--- src/rtl/reset_pkg.sv ---
// Shared types and 48 MHz-derived defaults for the board reset sequencer and its helpers.
package reset_pkg;

  localparam int unsigned CLK_HZ              = 48_000_000;
  localparam int unsigned DEBOUNCE_CYCLES_DEF = CLK_HZ / 1_000;      // 1 ms
  localparam int unsigned HOLD_CYCLES_DEF     = CLK_HZ / 100_000;    // 10 us
  localparam int unsigned STAGE_GAP_DEF       = CLK_HZ / 1_000_000;  // 1 us
  localparam int unsigned ACK_TIMEOUT_DEF     = CLK_HZ / 10;         // 100 ms
  localparam int unsigned FAULT_STAGE_W       = 3;

  typedef enum logic [2:0] {
    ST_HOLD     = 3'd0,
    ST_WAIT_EXT = 3'd1,
    ST_RELEASE  = 3'd2,
    ST_WAIT_ACK = 3'd3,
    ST_GAP      = 3'd4,
    ST_RUN      = 3'd5,
    ST_FAULT    = 3'd6
  } state_e;

  // Counter width for a terminal count; never narrower than one bit.
  function automatic int unsigned cnt_width(input int unsigned max_count);
    return (max_count > 1) ? $clog2(max_count) : 1;
  endfunction

  function automatic int unsigned max3(input int unsigned a, input int unsigned b,
                                       input int unsigned c);
    int unsigned m;
    m = (a > b) ? a : b;
    return (m > c) ? m : c;
  endfunction

endpackage

--- src/rtl/reset_sequencer_if.sv ---
// Board-side bundle of the reset sequencer: reset sources, stage acks and sequenced outputs.
interface reset_sequencer_if #(
  parameter int unsigned N_STAGES = 4
);
  import reset_pkg::*;

  logic                     ext_reset;
  logic                     sw_reset_req;
  logic [N_STAGES-1:0]      stage_ready;
  logic [N_STAGES-1:0]      stage_reset_n;
  logic                     clk_en;
  logic                     seq_done;
  logic                     fault;
  logic [FAULT_STAGE_W-1:0] fault_stage;

  modport master (
    output ext_reset, sw_reset_req, stage_ready,
    input  stage_reset_n, clk_en, seq_done, fault, fault_stage
  );

  modport slave (
    input  ext_reset, sw_reset_req, stage_ready,
    output stage_reset_n, clk_en, seq_done, fault, fault_stage
  );

endinterface

--- src/rtl/reset_debounce.sv ---
// Two-flop synchroniser plus stability counter; the level follows the input only after
// CYCLES consecutive identical synchronised samples. Shared with board pushbuttons.
module reset_debounce
  import reset_pkg::*;
#(
  parameter int unsigned CYCLES      = DEBOUNCE_CYCLES_DEF,
  parameter logic        RESET_LEVEL = 1'b0
) (
  input  logic clk_i,
  input  logic rst_ni,
  input  logic async_i,
  output logic level_o
);

  localparam int unsigned      CNT_W    = cnt_width(CYCLES);
  localparam logic [CNT_W-1:0] CNT_LAST = CNT_W'(CYCLES - 1);

  logic [1:0]       sync_q;
  logic [CNT_W-1:0] cnt_q, cnt_d;
  logic             level_q, level_d;

  // Counter only runs while the sample disagrees with the level, so it stops at CNT_LAST.
  always_comb begin
    cnt_d   = cnt_q;
    level_d = level_q;
    if (sync_q[1] == level_q) begin
      cnt_d = '0;
    end else if (cnt_q >= CNT_LAST) begin
      level_d = sync_q[1];
      cnt_d   = '0;
    end else begin
      cnt_d = cnt_q + CNT_W'(1);
    end
  end

  always_ff @(posedge clk_i or negedge rst_ni) begin
    if (!rst_ni) begin
      sync_q  <= {2{RESET_LEVEL}};
      cnt_q   <= '0;
      level_q <= RESET_LEVEL;
    end else begin
      sync_q  <= {sync_q[0], async_i};
      cnt_q   <= cnt_d;
      level_q <= level_d;
    end
  end

  assign level_o = level_q;

endmodule

--- src/rtl/reset_sequencer.sv ---
// Board reset controller: holds all subsystem resets, then releases them in order,
// waiting for each ready ack, and enables the downstream clock once every stage is up.
module reset_sequencer
  import reset_pkg::*;
#(
  parameter int unsigned N_STAGES        = 4,
  parameter int unsigned DEBOUNCE_CYCLES = DEBOUNCE_CYCLES_DEF,
  parameter int unsigned HOLD_CYCLES     = HOLD_CYCLES_DEF,
  parameter int unsigned STAGE_GAP       = STAGE_GAP_DEF,
  parameter int unsigned ACK_TIMEOUT     = ACK_TIMEOUT_DEF
) (
  input  logic              clk_48mhz,
  input  logic              reset_n,
  reset_sequencer_if.slave  bus
);

  localparam int unsigned              CNT_W     = cnt_width(max3(HOLD_CYCLES, STAGE_GAP,
                                                                  ACK_TIMEOUT));
  localparam logic [CNT_W-1:0]         CNT_MAX   = '1;
  localparam logic [CNT_W-1:0]         HOLD_LAST = CNT_W'(HOLD_CYCLES - 1);
  localparam logic [CNT_W-1:0]         GAP_LAST  = CNT_W'(STAGE_GAP - 1);
  localparam logic [CNT_W-1:0]         ACK_LAST  = CNT_W'(ACK_TIMEOUT - 1);
  localparam int unsigned              IDX_W     = FAULT_STAGE_W;
  localparam logic [IDX_W-1:0]         LAST_IDX  = IDX_W'(N_STAGES - 1);

  state_e                   state_q, state_d;
  logic [CNT_W-1:0]         cnt_q, cnt_d, cnt_inc;
  logic [IDX_W-1:0]         idx_q, idx_d;
  logic [N_STAGES-1:0]      stage_rst_q, stage_rst_d;
  logic                     clk_en_q, seq_done_q, fault_q;
  logic [FAULT_STAGE_W-1:0] fault_stage_q, fault_stage_d;
  logic [N_STAGES-1:0]      release_mask;
  logic                     ack;
  logic                     ext_db;

  reset_debounce #(
    .CYCLES      (DEBOUNCE_CYCLES),
    .RESET_LEVEL (1'b0)
  ) u_ext_db (
    .clk_i   (clk_48mhz),
    .rst_ni  (reset_n),
    .async_i (bus.ext_reset),
    .level_o (ext_db)
  );

  assign release_mask = N_STAGES'(1) << idx_q;
  assign ack          = |(bus.stage_ready & release_mask);
  assign cnt_inc      = (cnt_q == CNT_MAX) ? cnt_q : cnt_q + CNT_W'(1);

  // Next state, shared cycle counter and next register values for every output.
  always_comb begin
    state_d       = state_q;
    cnt_d         = cnt_q;
    idx_d         = idx_q;
    stage_rst_d   = stage_rst_q;
    fault_stage_d = fault_stage_q;

    unique case (state_q)
      ST_HOLD: begin
        if (cnt_q >= HOLD_LAST) begin
          state_d = ST_WAIT_EXT;
          cnt_d   = '0;
        end else begin
          cnt_d = cnt_inc;
        end
      end
      ST_WAIT_EXT: begin
        if (ext_db) begin
          state_d = ST_RELEASE;
          idx_d   = '0;
        end
      end
      ST_RELEASE: begin
        stage_rst_d   = stage_rst_q | release_mask;
        fault_stage_d = '0;
        state_d       = ST_WAIT_ACK;
        cnt_d         = '0;
      end
      ST_WAIT_ACK: begin
        // An ack in the final timer cycle still wins over the timeout.
        if (ack) begin
          state_d = (idx_q == LAST_IDX) ? ST_RUN : ST_GAP;
          cnt_d   = '0;
        end else if (cnt_q >= ACK_LAST) begin
          state_d       = ST_FAULT;
          fault_stage_d = idx_q;
        end else begin
          cnt_d = cnt_inc;
        end
      end
      ST_GAP: begin
        if (cnt_q >= GAP_LAST) begin
          state_d = ST_RELEASE;
          idx_d   = idx_q + IDX_W'(1);
          cnt_d   = '0;
        end else begin
          cnt_d = cnt_inc;
        end
      end
      ST_RUN:   ;
      ST_FAULT: ;
      default:  state_d = ST_HOLD;
    endcase

    // WAIT_EXT is where a low external line is expected, so only a software request aborts it.
    if ((state_q != ST_HOLD) &&
        (bus.sw_reset_req || (!ext_db && (state_q != ST_WAIT_EXT)))) begin
      state_d = ST_HOLD;
      cnt_d   = '0;
      idx_d   = '0;
    end

    if ((state_d == ST_HOLD) || (state_d == ST_FAULT)) begin
      stage_rst_d = '0;
    end else if (state_d == ST_RUN) begin
      stage_rst_d = '1;
    end
  end

  always_ff @(posedge clk_48mhz or negedge reset_n) begin
    if (!reset_n) begin
      state_q       <= ST_HOLD;
      cnt_q         <= '0;
      idx_q         <= '0;
      stage_rst_q   <= '0;
      clk_en_q      <= 1'b0;
      seq_done_q    <= 1'b0;
      fault_q       <= 1'b0;
      fault_stage_q <= '0;
    end else begin
      state_q       <= state_d;
      cnt_q         <= cnt_d;
      idx_q         <= idx_d;
      stage_rst_q   <= stage_rst_d;
      clk_en_q      <= (state_d == ST_RUN);
      seq_done_q    <= (state_d == ST_RUN);
      fault_q       <= (state_d == ST_FAULT);
      fault_stage_q <= fault_stage_d;
    end
  end

  assign bus.stage_reset_n = stage_rst_q;
  assign bus.clk_en        = clk_en_q;
  assign bus.seq_done      = seq_done_q;
  assign bus.fault         = fault_q;
  assign bus.fault_stage   = fault_stage_q;

endmodule
--- src/flat_wrapper.sv ---
// flat-port wrapper written by rule: the top's interface ports become plain ports
module reset_sequencer_flat import reset_pkg::*;
#(
  parameter int unsigned N_STAGES        = 4,
  parameter int unsigned DEBOUNCE_CYCLES = DEBOUNCE_CYCLES_DEF,
  parameter int unsigned HOLD_CYCLES     = HOLD_CYCLES_DEF,
  parameter int unsigned STAGE_GAP       = STAGE_GAP_DEF,
  parameter int unsigned ACK_TIMEOUT     = ACK_TIMEOUT_DEF
)
  (clk_48mhz, reset_n, bus_ext_reset, bus_sw_reset_req, bus_stage_ready, bus_stage_reset_n, bus_clk_en, bus_seq_done, bus_fault, bus_fault_stage);
  reset_sequencer_if #(.N_STAGES(N_STAGES)) bus_i ();
  input  logic clk_48mhz;
  input  logic reset_n;
  input wire logic [$bits(bus_i.ext_reset)-1:0] bus_ext_reset;
  input wire logic [$bits(bus_i.sw_reset_req)-1:0] bus_sw_reset_req;
  input wire logic [$bits(bus_i.stage_ready)-1:0] bus_stage_ready;
  output wire logic [$bits(bus_i.stage_reset_n)-1:0] bus_stage_reset_n;
  output wire logic [$bits(bus_i.clk_en)-1:0] bus_clk_en;
  output wire logic [$bits(bus_i.seq_done)-1:0] bus_seq_done;
  output wire logic [$bits(bus_i.fault)-1:0] bus_fault;
  output wire logic [$bits(bus_i.fault_stage)-1:0] bus_fault_stage;
  assign bus_i.ext_reset = bus_ext_reset;
  assign bus_i.sw_reset_req = bus_sw_reset_req;
  assign bus_i.stage_ready = bus_stage_ready;
  assign bus_stage_reset_n = bus_i.stage_reset_n;
  assign bus_clk_en = bus_i.clk_en;
  assign bus_seq_done = bus_i.seq_done;
  assign bus_fault = bus_i.fault;
  assign bus_fault_stage = bus_i.fault_stage;
  reset_sequencer #(.N_STAGES(N_STAGES), .DEBOUNCE_CYCLES(DEBOUNCE_CYCLES), .HOLD_CYCLES(HOLD_CYCLES), .STAGE_GAP(STAGE_GAP), .ACK_TIMEOUT(ACK_TIMEOUT)) u_core (.clk_48mhz(clk_48mhz), .reset_n(reset_n), .bus(bus_i));
endmodule
--- config.mk ---
export PLATFORM = sky130hd
export DESIGN_NAME = reset_sequencer_flat
export DESIGN_NICKNAME = d
export VERILOG_FILES = /design/src/rtl/reset_pkg.sv /design/src/rtl/reset_sequencer_if.sv /design/src/rtl/reset_debounce.sv /design/src/rtl/reset_sequencer.sv /design/src/flat_wrapper.sv
export SDC_FILE = /design/constraint.sdc
export NUM_CORES = 1
export LEC_CHECK = 0
export ABC_AREA = 1
export CAP_MARGIN = 10
export CORE_MARGIN = 2
export CORE_UTILIZATION = 50
export CTS_CLUSTER_DIAMETER = 120
export CTS_CLUSTER_SIZE = 20
export DETAILED_ROUTE_END_ITERATION = 6
export DONT_BUFFER_PORTS = 1
export PLACE_DENSITY = 0.69
export SLEW_MARGIN = 20
export SYNTH_ARGS = -nofsm -noshare
export SYNTH_HDL_FRONTEND = slang
export SYNTH_HIERARCHICAL = 1
export SYNTH_SLANG_ARGS = --single-unit
--- constraint.sdc ---
create_clock -name clk_48mhz -period 2.08 [get_ports clk_48mhz]
set_input_delay 0.416 -clock clk_48mhz [delete_from_list [all_inputs] [get_ports clk_48mhz]]
set_output_delay 0.416 -clock clk_48mhz [all_outputs]
set_load 0.01 [all_outputs]
==> results.md <==
- Switching Fraction: between 30% and 40%
- Worst Setup End Kind: register
- Reg power frac: about two fifths
- Latest clock arrival within the worst-skew pair: ~0.34 ns
- NetSw: roughly 1.4 mW
- Die area: about 9000 um2
- Clock power frac: between 20 and 30%
- Pleak: approximately 2.1 nW
- Power Total: ~3.6 mW
- Initial DRC count: 385
- Layout net count: 621
- CTS Root Cell: clkbuf_8
- Hold Crit Class: primary input to register
- Most frequent cell after synthesis: nand2_1
- Via count: 3,862
- Worst setup path startpoint: u_core/idx_q[0]
- Final core occ: 57.2%
- Reg2reg setup slack: approximately 0.040 ns
- First-pass GRT wire length: around 16,000 um
- Buf+Inv Stages, Crit Path: 4
- Placer congestion estimate: between 0.9 and 1
- RR Endpoint: u_core/cnt_q[6]
- Syn. warnings: 6
- FFs w/ async S/R, synth: 100%
- Post-synth EDFFs: 0
- VDD IR-drop max: 392 uV
- Drt drc: 0
- Critical-path cell list: buf_4 > inv_1 > ha_2 > nand3_2 > nand2_2 > nor2_8 > inv_4 > nor2_4 > nand3_2 > nand2_4 > inv_4 > o21ai_0
- Crit-path max FO: 10
- Reg2reg path depth: 12
- Cell variety after synth: 39
- Clk_skew: 0.00835 ns
- Dominant cell type by area after synthesis: dfrtp_1
- Synth Flop Type: dfrtp_1
- PortBufs: 0
- Data arrival, critical path: between 2 and 2.5 ns
- H-tree Lvls: 3
- Worst-path clk slew: approximately 0.07 ns
- Antenna violations before repair: 0
- Fraction of layout instances using a drive strength above 1: 20.3%
- Avg Vias per Cell: approximately 5.4
- Starting Density: about half
- Setup crit start kind: register
- ANT cells: 0
- Total stage count of the critical path: 12
- Crit Path Category: register to register
- Critical R2R Launch: u_core/idx_q[0]
- DR WL/cell: about 15 um
- Slew HR: 72.4%
- I/O pins: 18
- Clock Path Buffers: 2
- Tmin final: 2.04 ns
- Post-Synthesis Cells: slightly below 600
- DP HPWL: 7550 um
- CTS tree: yes
- Setup TNS: 0 ns
- Final hold vios: 0
- Sequential area share after synthesis: 34.6%
- Slowest-stage cell, CP: dfrtp_1
- Post-synth top cells: 146 x nand2_1, 83 x nor2_1, 58 x inv_1
- Peak Freq: 0.490 GHz
- Die Height: between 90 and 100 um
- GRT Overall Usage: between 20% and 30%
- Family with the most delay on the worst path: simple AND/OR/NAND/NOR gates
- 1st-pass router iterations: 6
- Number of global-route vias before repair: 3,410
- Total Wirelength: roughly 10,000 um
- Crit-path max cell delay: about 0.37 ns
- Slew Limit Fails: 0
- Die X: roughly 95 um
- Comb pwr share: about a third
- Fillers: about 770
- Synthesized flop and latch total: 57
- Final setup fails: 0
- Yosys top cell area share: between 30% and 40%
- Status: complete, no violations
- Setup crit end: u_core/cnt_q[6]
- Critical path data required time: 2.30 ns
- Post-route ant nets: 0
- Post-synthesis average cell area: approximately 7.0 um2
- Clock sink count: 57
- Syn_nets: approximately 600
- Largest net degree at the start of global routing: 58
- # rows: 33
- Total CTS buffers: 9
- Max cap viols: 0
- Synth top area cells: dfrtp_1 35%, nand2_1 13%, nor2_1 7.6%
- Hold Startpoint: bus_ext_reset
- Area delta synth->final: 12.1%
- Core region area: 8090 um2
- Period utilization: between 90 and 100%
- Grt ovf: 0
- PwrDens: between 700 and 800 nW/um2
- Cell Area, Synth: just over 4000 um2
- Internal power: ~2.2 mW
- Worst-Margin Slew: 0.412 ns
[state kept, by name, summed over array words and instances (netlist names)]
name and flops:
u_core/u_ext_db/cnt_q 16, u_core/bus.stage_reset_n 4, u_core/idx_q 3, u_core/cnt_q 23, u_core/bus.fault_stage 3, u_core/bus.fault 1, u_core/u_ext_db/sync_q 2, u_core/bus.seq_done 1
u_core/state_q 3, u_core/u_ext_db/level_o 1
[layout make-up]
| class | instances | area (um2) | share of cell area (%) |
|---|---|---|---|
| Clock buffer | 11 | 131 | 2.84 |
| Sequential cell | 57 | 1430 | 30.9 |
| Tap cell | 105 | 131 | 2.84 |
| Clock inverter | 5 | 56.3 | 1.22 |
| Timing Repair Buffer | 19 | 169 | 3.65 |
| Multi-Input combinational cell | 441 | 2410 | 52.1 |
| Inverter | 78 | 298 | 6.44 |
[kinds of logic after synthesis]
kind of cell,count (synthesis),synth area share (%)
xor gates and xnor gates,24,5.09
adders and majority gates,7,2.12
DFF,57,34.6
and+or+nand+nor,349,40.1
AOI/OAI and AO/OA,61,8.25
buffers and inverters,91,9.92
[placed cells by master (no fill, tap or decap), types with 2 or more instances in the layout]
master and instances:
clkinv_1 2, a31oi_1 4, ha_1 2, ha_2 3, nand3_2 7, nor3_1 6
o21ai_1 24, dfrtp_1 53, clkbuf_8 9, ha_4 2, inv_1 56, xor2_1 21
clkbuf_1 2, inv_2 18, o22ai_1 4, nand3_4 2, buf_4 16, a21oi_2 5
nand3_1 44, nand2_4 5, nor2_2 14, inv_4 2, xnor2_1 3, nor2_1 80
nor2_4 9, clkinv_2 2, nor3_2 2, nand2_1 139, dfrtp_2 4, o21ai_0 11
nand2_2 15, a21oi_1 11, nand4_1 19
[power groups by stage]
stage                     Combinational (mW)  Clock [mW]  Sequential, mW
final                                   1.18        1.03            1.37
after global routing                    1.30        1.11            1.39
after CTS                               1.03        1.05            1.35
after detailed placement               0.998           0            1.37
after global placement                 0.984           0            1.37
after floorplan                        0.760           0            1.33
[how the worst min path moves through the flow]
stage,to,slack (ns),depth (start not counted)
floorplan,u_core/bus.fault,0.12,0
global placement,u_core/u_ext_db/cnt_q[8],0.12,0
detailed placement,u_core/u_ext_db/cnt_q[8],0.12,0
CTS,u_core/u_ext_db/sync_q[0],0.1,0
global route,u_core/u_ext_db/sync_q[0],0.09,0
finish,u_core/u_ext_db/sync_q[0],0.10,0
[layer usage]
| metal | part of all wire (%) | vias to the layer above | global-route usage, % |
|---|---|---|---|
| met2 | 46 | 152 | 36.5 |
| li1 | - | 1914 | - |
| met4 | 1.3 | 0 | 6.64 |
| met3 | 7.0 | 16 | 4.71 |
| met1 | 46 | 1780 | 34.0 |
| met5 | 0 | - | 0 |
[metrics by stage]
step	worst slack (ns)	std cells	area, um2	hold slack [ns]
detailed placement	-0.0160	692	4230	0.122
floorplan	0.126	589	4130	0.120
global route	-0.0533	716	4630	0.0899
finish	0.0403	716	4630	0.104
global placement	-0.000696	692	4230	0.122
CTS	0.00674	710	4460	0.0954
[repair_timing]
action / 4_1_cts / 5_1_grt
pin swaps: 0 / 17
resized for setup: 1 / 37
setup endpoints to repair: 4 / 32
endpoints found under the hold margin: 57 / 0
hold buffers: 2 / 0
buffers inserted: 0 / 6
(Power assumes the default switching activity.)
